`config.mk`:
```
export PLATFORM = sky130hd
export DESIGN_NAME = ifetch_unit
export DESIGN_NICKNAME = d
export VERILOG_FILES = /design/src/rtl/mips_pkg.sv /design/src/rtl/pc_reg.sv /design/src/rtl/ifetch_unit.sv
export SDC_FILE = /design/constraint.sdc
export NUM_CORES = 1
export LEC_CHECK = 0
export CORE_MARGIN = 5
export CORE_UTILIZATION = 46
export CTS_CLUSTER_DIAMETER = 50
export DETAILED_ROUTE_END_ITERATION = 10
export PLACE_DENSITY = 0.92
export SYNTH_ARGS = -nofsm -noshare
export SYNTH_HDL_FRONTEND = slang
export SYNTH_SLANG_ARGS = --single-unit
```
`constraint.sdc`:
```
create_clock -name clk -period 8.8 [get_ports clk]
set_clock_uncertainty 0.15 [all_clocks]
set_input_delay 1.32 -clock clk [delete_from_list [all_inputs] [get_ports clk]]
set_output_delay 1.32 -clock clk [all_outputs]
set_load 0.01 [all_outputs]
```
`src/rtl/mips_pkg.sv`:
```
// mips_pkg: constants and types shared by the instruction fetch logic.
//   - MIPS opcode constants used by the decoder side
//   - fetch FSM state encoding
//   - bit positions of the instruction fields inside the 32-bit word
package mips_pkg;

  localparam logic [5:0] OP_RTYPE = 6'b000000;
  localparam logic [5:0] OP_LW    = 6'b100011;
  localparam logic [5:0] OP_SW    = 6'b101011;
  localparam logic [5:0] OP_BEQ   = 6'b000100;

  typedef enum logic {
    FETCH = 1'b0,
    HOLD  = 1'b1
  } fetch_state_t;

  localparam int OP_HI    = 31;
  localparam int OP_LO    = 26;
  localparam int RS_HI    = 25;
  localparam int RS_LO    = 21;
  localparam int RT_HI    = 20;
  localparam int RT_LO    = 16;
  localparam int RD_HI    = 15;
  localparam int RD_LO    = 11;
  localparam int FUNCT_HI = 5;
  localparam int FUNCT_LO = 0;
  localparam int IMM_HI   = 15;
  localparam int IMM_LO   = 0;

endpackage

```
`src/rtl/pc_reg.sv`:
```
// pc_reg: program counter register for the fetch unit.
// The PC is kept as a 30-bit word address so the byte address is always
// word aligned and the +4 step wraps modulo 2^32 naturally.
// Ports:
//   clk, reset   clock, asynchronous active-high reset (PC <= RESET_PC)
//   i_load       load i_load_pc (takes priority over i_inc)
//   i_load_pc    target word address (byte address bits [31:2])
//   i_inc        advance PC by one word
//   o_pc         current byte address, bits [1:0] = 2'b00
module pc_reg #(
  parameter logic [31:0] RESET_PC = 32'h0000_0000
) (
  input  logic        clk,
  input  logic        reset,
  input  logic        i_load,
  input  logic [29:0] i_load_pc,
  input  logic        i_inc,
  output logic [31:0] o_pc
);

  logic [29:0] r_pc_word;

  always_ff @(posedge clk or posedge reset) begin
    if (reset) begin
      r_pc_word <= RESET_PC[31:2];
    end else if (i_load) begin
      r_pc_word <= i_load_pc;
    end else if (i_inc) begin
      r_pc_word <= r_pc_word + 30'd1;
    end
  end

  assign o_pc = {r_pc_word, 2'b00};

endmodule

```
`src/rtl/ifetch_unit.sv`:
```
// ifetch_unit: single-outstanding instruction fetch unit.
// Fetches one word, holds it for decode until consumed, then fetches the
// next. A taken branch (redirect) overrides everything and refetches.
//
// state | meaning
// FETCH | request outstanding at PC, waiting for imem_ack
// HOLD  | instruction held in IR, valid for decode until stall drops
//
// Ports:
//   clk, reset               clock, asynchronous active-high reset
//   imem_req/imem_addr       fetch request and word-aligned byte address
//   imem_ack/imem_rdata      memory response and instruction word
//   stall                    downstream not ready to consume held instr
//   redirect/redirect_pc     taken-branch PC replacement
//   instr_valid/instr_pc     held instruction valid and its address
//   pc_plus4                 instr_pc + 4
//   OP/Funct/Rs/Rt/Rd/Imm    fields of the held instruction
//   fetch_count              consumed-instruction counter (IFETCH_CNT_EN)
//
// Build option: define IFETCH_CNT_EN to add the fetch_count output.
module ifetch_unit
  import mips_pkg::*;
#(
  parameter logic [31:0] RESET_PC = 32'h0000_0000
) (
  input  logic        clk,
  input  logic        reset,
  output logic        imem_req,
  output logic [31:0] imem_addr,
  input  logic        imem_ack,
  input  logic [31:0] imem_rdata,
  input  logic        stall,
  input  logic        redirect,
  input  logic [31:0] redirect_pc,
  output logic        instr_valid,
  output logic [31:0] instr_pc,
  output logic [31:0] pc_plus4,
  output logic [5:0]  OP,
  output logic [5:0]  Funct,
  output logic [4:0]  Rs,
  output logic [4:0]  Rt,
  output logic [4:0]  Rd,
  output logic [15:0] Imm
`ifdef IFETCH_CNT_EN
  ,
  output logic [31:0] fetch_count
`endif
);

  fetch_state_t r_state;
  fetch_state_t w_state_nxt;
  logic [31:0]  r_ir;
  logic [31:0]  r_instr_pc;
  logic [31:0]  w_pc;
  logic         w_capture;
  logic         w_consume;
  logic         w_unused_rpc;

  // Low target bits are forced to zero; they are intentionally dropped.
  assign w_unused_rpc = ^redirect_pc[1:0];

  pc_reg #(
    .RESET_PC (RESET_PC)
  ) u_pc_reg (
    .clk       (clk),
    .reset     (reset),
    .i_load    (redirect),
    .i_load_pc (redirect_pc[31:2]),
    .i_inc     (w_capture),
    .o_pc      (w_pc)
  );

  always_ff @(posedge clk or posedge reset) begin
    if (reset) begin
      r_state <= FETCH;
    end else begin
      r_state <= w_state_nxt;
    end
  end

  // Redirect wins over a same-cycle ack (response dropped) and over stall.
  always_comb begin
    w_state_nxt = r_state;
    w_capture   = 1'b0;
    w_consume   = 1'b0;
    if (redirect) begin
      w_state_nxt = FETCH;
    end else begin
      case (r_state)
        FETCH: begin
          if (imem_ack) begin
            w_capture   = 1'b1;
            w_state_nxt = HOLD;
          end
        end
        HOLD: begin
          if (!stall) begin
            w_consume   = 1'b1;
            w_state_nxt = FETCH;
          end
        end
        default: w_state_nxt = FETCH;
      endcase
    end
  end

  always_ff @(posedge clk or posedge reset) begin
    if (reset) begin
      r_ir       <= 32'h0;
      r_instr_pc <= RESET_PC;
    end else if (w_capture) begin
      r_ir       <= imem_rdata;
      r_instr_pc <= w_pc;
    end
  end

  // The request is gated by reset so nothing is issued while it is held.
  assign imem_req    = (r_state == FETCH) && !reset;
  assign imem_addr   = w_pc;
  assign instr_valid = (r_state == HOLD);
  assign instr_pc    = r_instr_pc;
  assign pc_plus4    = r_instr_pc + 32'd4;

  assign OP    = r_ir[OP_HI:OP_LO];
  assign Funct = r_ir[FUNCT_HI:FUNCT_LO];
  assign Rs    = r_ir[RS_HI:RS_LO];
  assign Rt    = r_ir[RT_HI:RT_LO];
  assign Rd    = r_ir[RD_HI:RD_LO];
  assign Imm   = r_ir[IMM_HI:IMM_LO];

`ifdef IFETCH_CNT_EN
  logic [31:0] r_fetch_count;

  always_ff @(posedge clk or posedge reset) begin
    if (reset) begin
      r_fetch_count <= 32'h0;
    end else if (w_consume) begin
      r_fetch_count <= r_fetch_count + 32'd1;
    end
  end

  assign fetch_count = r_fetch_count;
`endif

endmodule

```
==> reports/results.txt, run 1 <==
status -> completed
core area -> 10400 um^2
vias in the first global route -> 4432
Leak Pwr -> 2.77 nW
largest net degree at the start of global routing -> 91
DR iter-0 viols -> 180
H-tree Lvls -> 3
Cell Pwr Density -> 196 nW/um^2
GR Overflow Total -> 0
buffers plus inverters on the worst setup path -> 4
worst slew pin tran -> 1130 ps
Setup crit end kind -> register
clk sinks -> 93
TritonCTS clock tree -> done
CP Depth -> 6
initial antenna violation count -> 0
Die X -> 114 um
share of the synthesized area in the top cell type -> 47.2%
# Post-CTS Setup Buffers -> 0
routed wire length -> 14800 um
fin. max-slew vios -> 0
nets -> 704
GR Util All Layers -> 22.4%
cell taking the most area after synthesis -> dfrtp_1
Hold Path Depth -> 1
post-DR vias/cell -> 5.51
Post-Layout Cell Count -> 774
commonest non-fill, non-tap cells in the layout -> clkdlybuf4s50_1 (201), dfrtp_1 (93), mux2_2 (59)
CTS Buf Count -> 9
R2R cell count -> 4
sequential share of the synthesized area -> 47.2%
Synth Register Bits -> 93
first-pass GRT wire length -> 23400 um
Power, Total -> 1.39 mW
Die H -> 114 um
slowest stage delay, CP -> 890 ps
Area growth, synth to finish -> 44.0%
average wire per standard cell -> 19.1 um
yosys warns -> 0
Post-Syn Area -> 4930 um^2
DRC viols -> 0
maxcap violations -> 0
crit-path leading delay family -> buffers and inverters
critical path fanouts, max -> 41
ANT cells -> 0
Pre-antenna DRT Iters -> 5
Mapped Avg Cell Area -> 10.9 um^2
Port Buffers -> 201
Hold Path Origin -> r_ir[9]
placed insts -> 758
detailed-route via count -> 4263
fin crit period -> 4380 ps
Post-Synthesis Cells -> 452
Final Hold Viols -> 0
Final Cycle Share -> 49.7%
# IOs -> 210
slowest stage cell, crit path -> and2_2
die area -> 12900 um^2
most used cell, CP -> buf_4
CTS Root Cell -> clkbuf_8
hold_buf cts -> 0
RSZ-0062 raised after global routing -> false
Startpoint Class -> primary input
count of cell types in the netlist -> 41
largest cells by area after synthesis -> dfrtp_1 (47%), mux2_2 (13%), xor2_1 (3.9%), buf_4 (3.2%), xnor2_1 (2.8%)
Post-DP HPWL -> 11200 um
CTS-repair resized insts -> 0
clock transition at the registers of the reported paths -> 90 ps
commonest non-fill, non-tap cell in the layout -> clkdlybuf4s50_1
Fmax achieved -> 228 MHz
Placer Congestion -> 0.821
critical path arrival -> 4450 ps
Critical Path Start -> redirect
antenna-violating nets left -> 0
Slew headroom -> 24.4%
Max VDD drop -> 0.118 mV
row count -> 37
FF-to-FF Start -> instr_valid
Reg area -> 2330 um^2
Max Root-Sink Buffers -> 2
Hold Crit Class -> reg -> reg
post-route setup TNS -> 0 ps
clk_lat worst skew -> 350 ps
Setup CP Type -> in -> reg
layout cell share with drive strength beyond 1 -> 13.8%
final instance area -> 7100 um^2
area of the multi-input gates -> 2320 um^2
Filler cells -> 812
cells along the critical path -> clkdlybuf4s50_1 -> buf_4 -> inv_1 -> and2_2 -> buf_4 -> mux2_2
Initial Util -> 47.5%
Placed Area -> 6890 um^2
Setup violations, final -> 0
CP Data Required Time -> 8880 ps
[power breakdown]
part	switching (mW)	internal (mW)
sequential	0.0970	0.499
clock	0.152	0.149
combinational	0.193	0.302
total	0.442	0.950
[layout make-up]
cell class                 count  area share [%]
clock inverter                 4           0.775
clock buffer                  12            2.19
tap                          136            2.40
timing repair buffer         204            28.7
inverter                       8           0.458
sequential                    93            32.8
multi-input combinational    317            32.7
[cell usage after synthesis (all sizes together)]
library cell   n
or4           18
and4           7
o211ai         4
clkbuf         9
xor2          22
and2           4
o21ai         15
mux2          59
nor2          19
nand2         36
nand4b         1
mux2i          1
nand4         19
o31ai         14
and4b          3
conb           1
nor4           5
buf           30
dfrtp         93
a22oi          3
nor4b          1
nor3           5
and3           9
xnor2         16
a21oi          1
inv            8
nand3b         1
a31oi         12
nand3         29
nor2b          4
or3            1
ha             2
[flip-flops by register name, summed over array words and instances (netlist names)]
register            cells
instr_valid             1
r_ir                   32
instr_pc               30
u_pc_reg.r_pc_word     30
[routing by layer]
metal  track usage, %  part of all wire (%)  vias to the layer above  routed length [um]
met3             5.73                   8.4                       24                1250
met2             37.8                    49                      192                7290
met1             28.0                    40                     2053                5950
met5                0                     0                        -                   0
li1                 -                     -                     1994                   -
met4             7.69                   1.9                        0                 280
[cells by family (layout without fill, tap and decap cells)]
kind of cell	after synthesis	in the layout	synth area share [%]
adder cells (fa/ha/maj)	2	2	0.508
AND/OR/NAND/NOR	162	162	19.4
XOR/XNOR	38	38	6.75
flip-flops	93	93	47.2
multiplexers	60	60	13.7
buffers and inverters	47	228	6.04
AO/OA/AOI/OAI	49	49	6.34
other	1	6	0.0761
[per-stage QoR]
stage | hold WS [ps] | setup WS, ps | util, %
after floorplan | 401 | 4910 | -
after global placement | 338 | 4070 | 66.4
after detailed placement | 345 | 4010 | 66.4
after CTS | 366 | 4390 | 68.5
after global routing | 382 | 4220 | 68.5
final | 362 | 4420 | 68.5
[final timing paths]
kind / endpoint / slack, ps
setup / recovery: instr_pc[24] / 4420
hold / removal: r_ir[9] / 360
setup reg to reg: instr_pc[24] / 6020
hold reg to reg: r_ir[9] / 360
max in group asynchronous: u_pc_reg.r_pc_word[29] / 6160
min in group asynchronous: r_ir[26] / 1040
No activity file was read; power rests on OpenSTA's default activity.
==> run 2, diff against run 1 <==
- CORE_UTILIZATION: 46 -> 39
- PLACE_DENSITY: 0.92 -> 0.84
- clock period: 8.8 -> 3.8 ns (I/O delays scaled with it)
==> run 2 against run 1 <==
Design area up 2.1%. Routed wire length down 0.93%. Die area up 16%. Combinational power up 130%. Sequential power up 130%. Setup slack worse by 4100 ps. Sequential share of layout area down 0.67 points. Final cell count up 4.5%. Sequential cell count unchanged. Register-to-register slack worse by 4600 ps. Non-clock buffer count up 1. Largest cell class unchanged.
==> reports/results.txt, run 2 (synthesis gave the netlist of run 1 again) <==
status -> completed
Final Hold Viols -> 0
CTS Root Cell -> clkbuf_16
cells along the critical path -> nand4_1 -> nor4_1 -> nand4_1 -> xnor2_1 -> clkdlybuf4s50_1
fin crit period -> 3510 ps
die area -> 15000 um^2
RSZ-0062 raised after global routing -> false
detailed-route via count -> 4290
Leak Pwr -> 2.82 nW
Setup crit end kind -> output pin
pre-CTS setup slack -> 719 ps
Startpoint Class -> register
Placed Area -> 6970 um^2
most used cell, CP -> nand4_1
buffers plus inverters on the worst setup path -> 1
FF-to-FF Start -> u_pc_reg.r_pc_word[0]
Die H -> 122 um
slowest stage cell, crit path -> nor4_1
Max Root-Sink Buffers -> 2
core area -> 12500 um^2
# IOs -> 210
Highest Signal Layer -> met4
worst r2r dst -> u_pc_reg.r_pc_word[26]
ANT cells -> 0
largest net degree at the start of global routing -> 66
DR iter-0 viols -> 332
Fmax achieved -> 285 MHz
DRT met1 WL -> 6050 um
Area growth, synth to finish -> 47.0%
r2r setup slk -> 1420 ps
antenna-violating nets left -> 0
Initial Util -> 39.4%
max reg flops -> 32
TritonCTS clock tree -> done
register name with the most flops -> r_ir
routed wire length -> 14600 um
clock transition at the registers of the reported paths -> 60 ps
Critical Path Start -> instr_pc[17]
post-DR vias/cell -> 5.30
commonest non-fill, non-tap cell in the layout -> clkdlybuf4s50_1
CP Depth -> 5
Cell Pwr Density -> 469 nW/um^2
Die X -> 122 um
Slew headroom -> 45.7%
initial antenna violation count -> 0
clk sinks -> 93
placed insts -> 795
H-tree Lvls -> 3
Setup violations, final -> 0
row count -> 41
Post-DP HPWL -> 11000 um
average wire per standard cell -> 18.1 um
Worst setup endpoint -> pc_plus4[31]
Placer Congestion -> 0.881
GR Overflow Total -> 0
Max VDD drop -> 0.246 mV
nets -> 705
fin. max-slew vios -> 0
Final Cycle Share -> 92.3%
critical path arrival -> 2790 ps
R2R cell count -> 5
crit-path leading delay family -> simple AND/OR/NAND/NOR gates
clk_lat worst skew -> 340 ps
post-route setup TNS -> 0 ps
Port Buffers -> 201
maxcap violations -> 0
Setup CP Type -> reg -> out
CTS-repair resized insts -> 0
vias in the first global route -> 4415
CTS Buf Count -> 9
# Post-CTS Setup Buffers -> 0
Power, Total -> 3.40 mW
first-pass GRT wire length -> 22900 um
CP Data Required Time -> 3080 ps
met2 WL post-DR -> 7090 um
Hold Crit Class -> reg -> reg
Pre-antenna DRT Iters -> 4
DRC viols -> 0
layout cell share with drive strength beyond 1 -> 13.5%
WL met3 -> 1120 um
worst slew pin tran -> 807 ps
commonest non-fill, non-tap cells in the layout -> clkdlybuf4s50_1 (201), dfrtp_1 (93), mux2_2 (59)
critical path fanouts, max -> 8
Post-Layout Cell Count -> 809
setup ws final -> 294 ps
slowest stage delay, CP -> 760 ps
final instance area -> 7250 um^2
hold_buf cts -> 0
GR Util All Layers -> 19.6%
Hold Path Origin -> r_ir[6]
## run 2: layer usage
layer,global-route usage [%],vias up
met3,4.61,24
met2,31.8,169
met1,24.8,2089
met5,0,-
li1,-,2008
met4,9.17,0
## run 2: power by group
group,internal [mW],switching [mW]
logic,0.702,0.442
registers,1.16,0.220
clock network,0.520,0.355
## run 2: cell type report
type                            count  area (um^2)
Tap cell                          172          215
Timing Repair Buffer              205         2070
Clock inverter                      2         35.0
Clock buffer                       12          246
Fill cell                        1080         5270
Multi-Input combinational cell    317         2320
Inverter                            8         32.5
Sequential cell                    93         2330
## run 2: worst min path at each step
stage | cells past startpoint | to | slack, ps
after global routing | 1 | r_ir[26] | 370
after global placement | 1 | r_ir[27] | 340
after CTS | 1 | r_ir[6] | 360
final | 1 | r_ir[6] | 350
after floorplan | 1 | r_ir[10] | 400
after detailed placement | 1 | r_ir[25] | 340
## run 2: through the flow
step | utilization (%) | hold slack, ps
2_1_floorplan | - | 401
3_3_place_gp | 55.7 | 339
3_5_place_dp | 55.7 | 345
4_1_cts | 57.9 | 359
5_1_grt | 57.9 | 372
6_report | 57.9 | 353
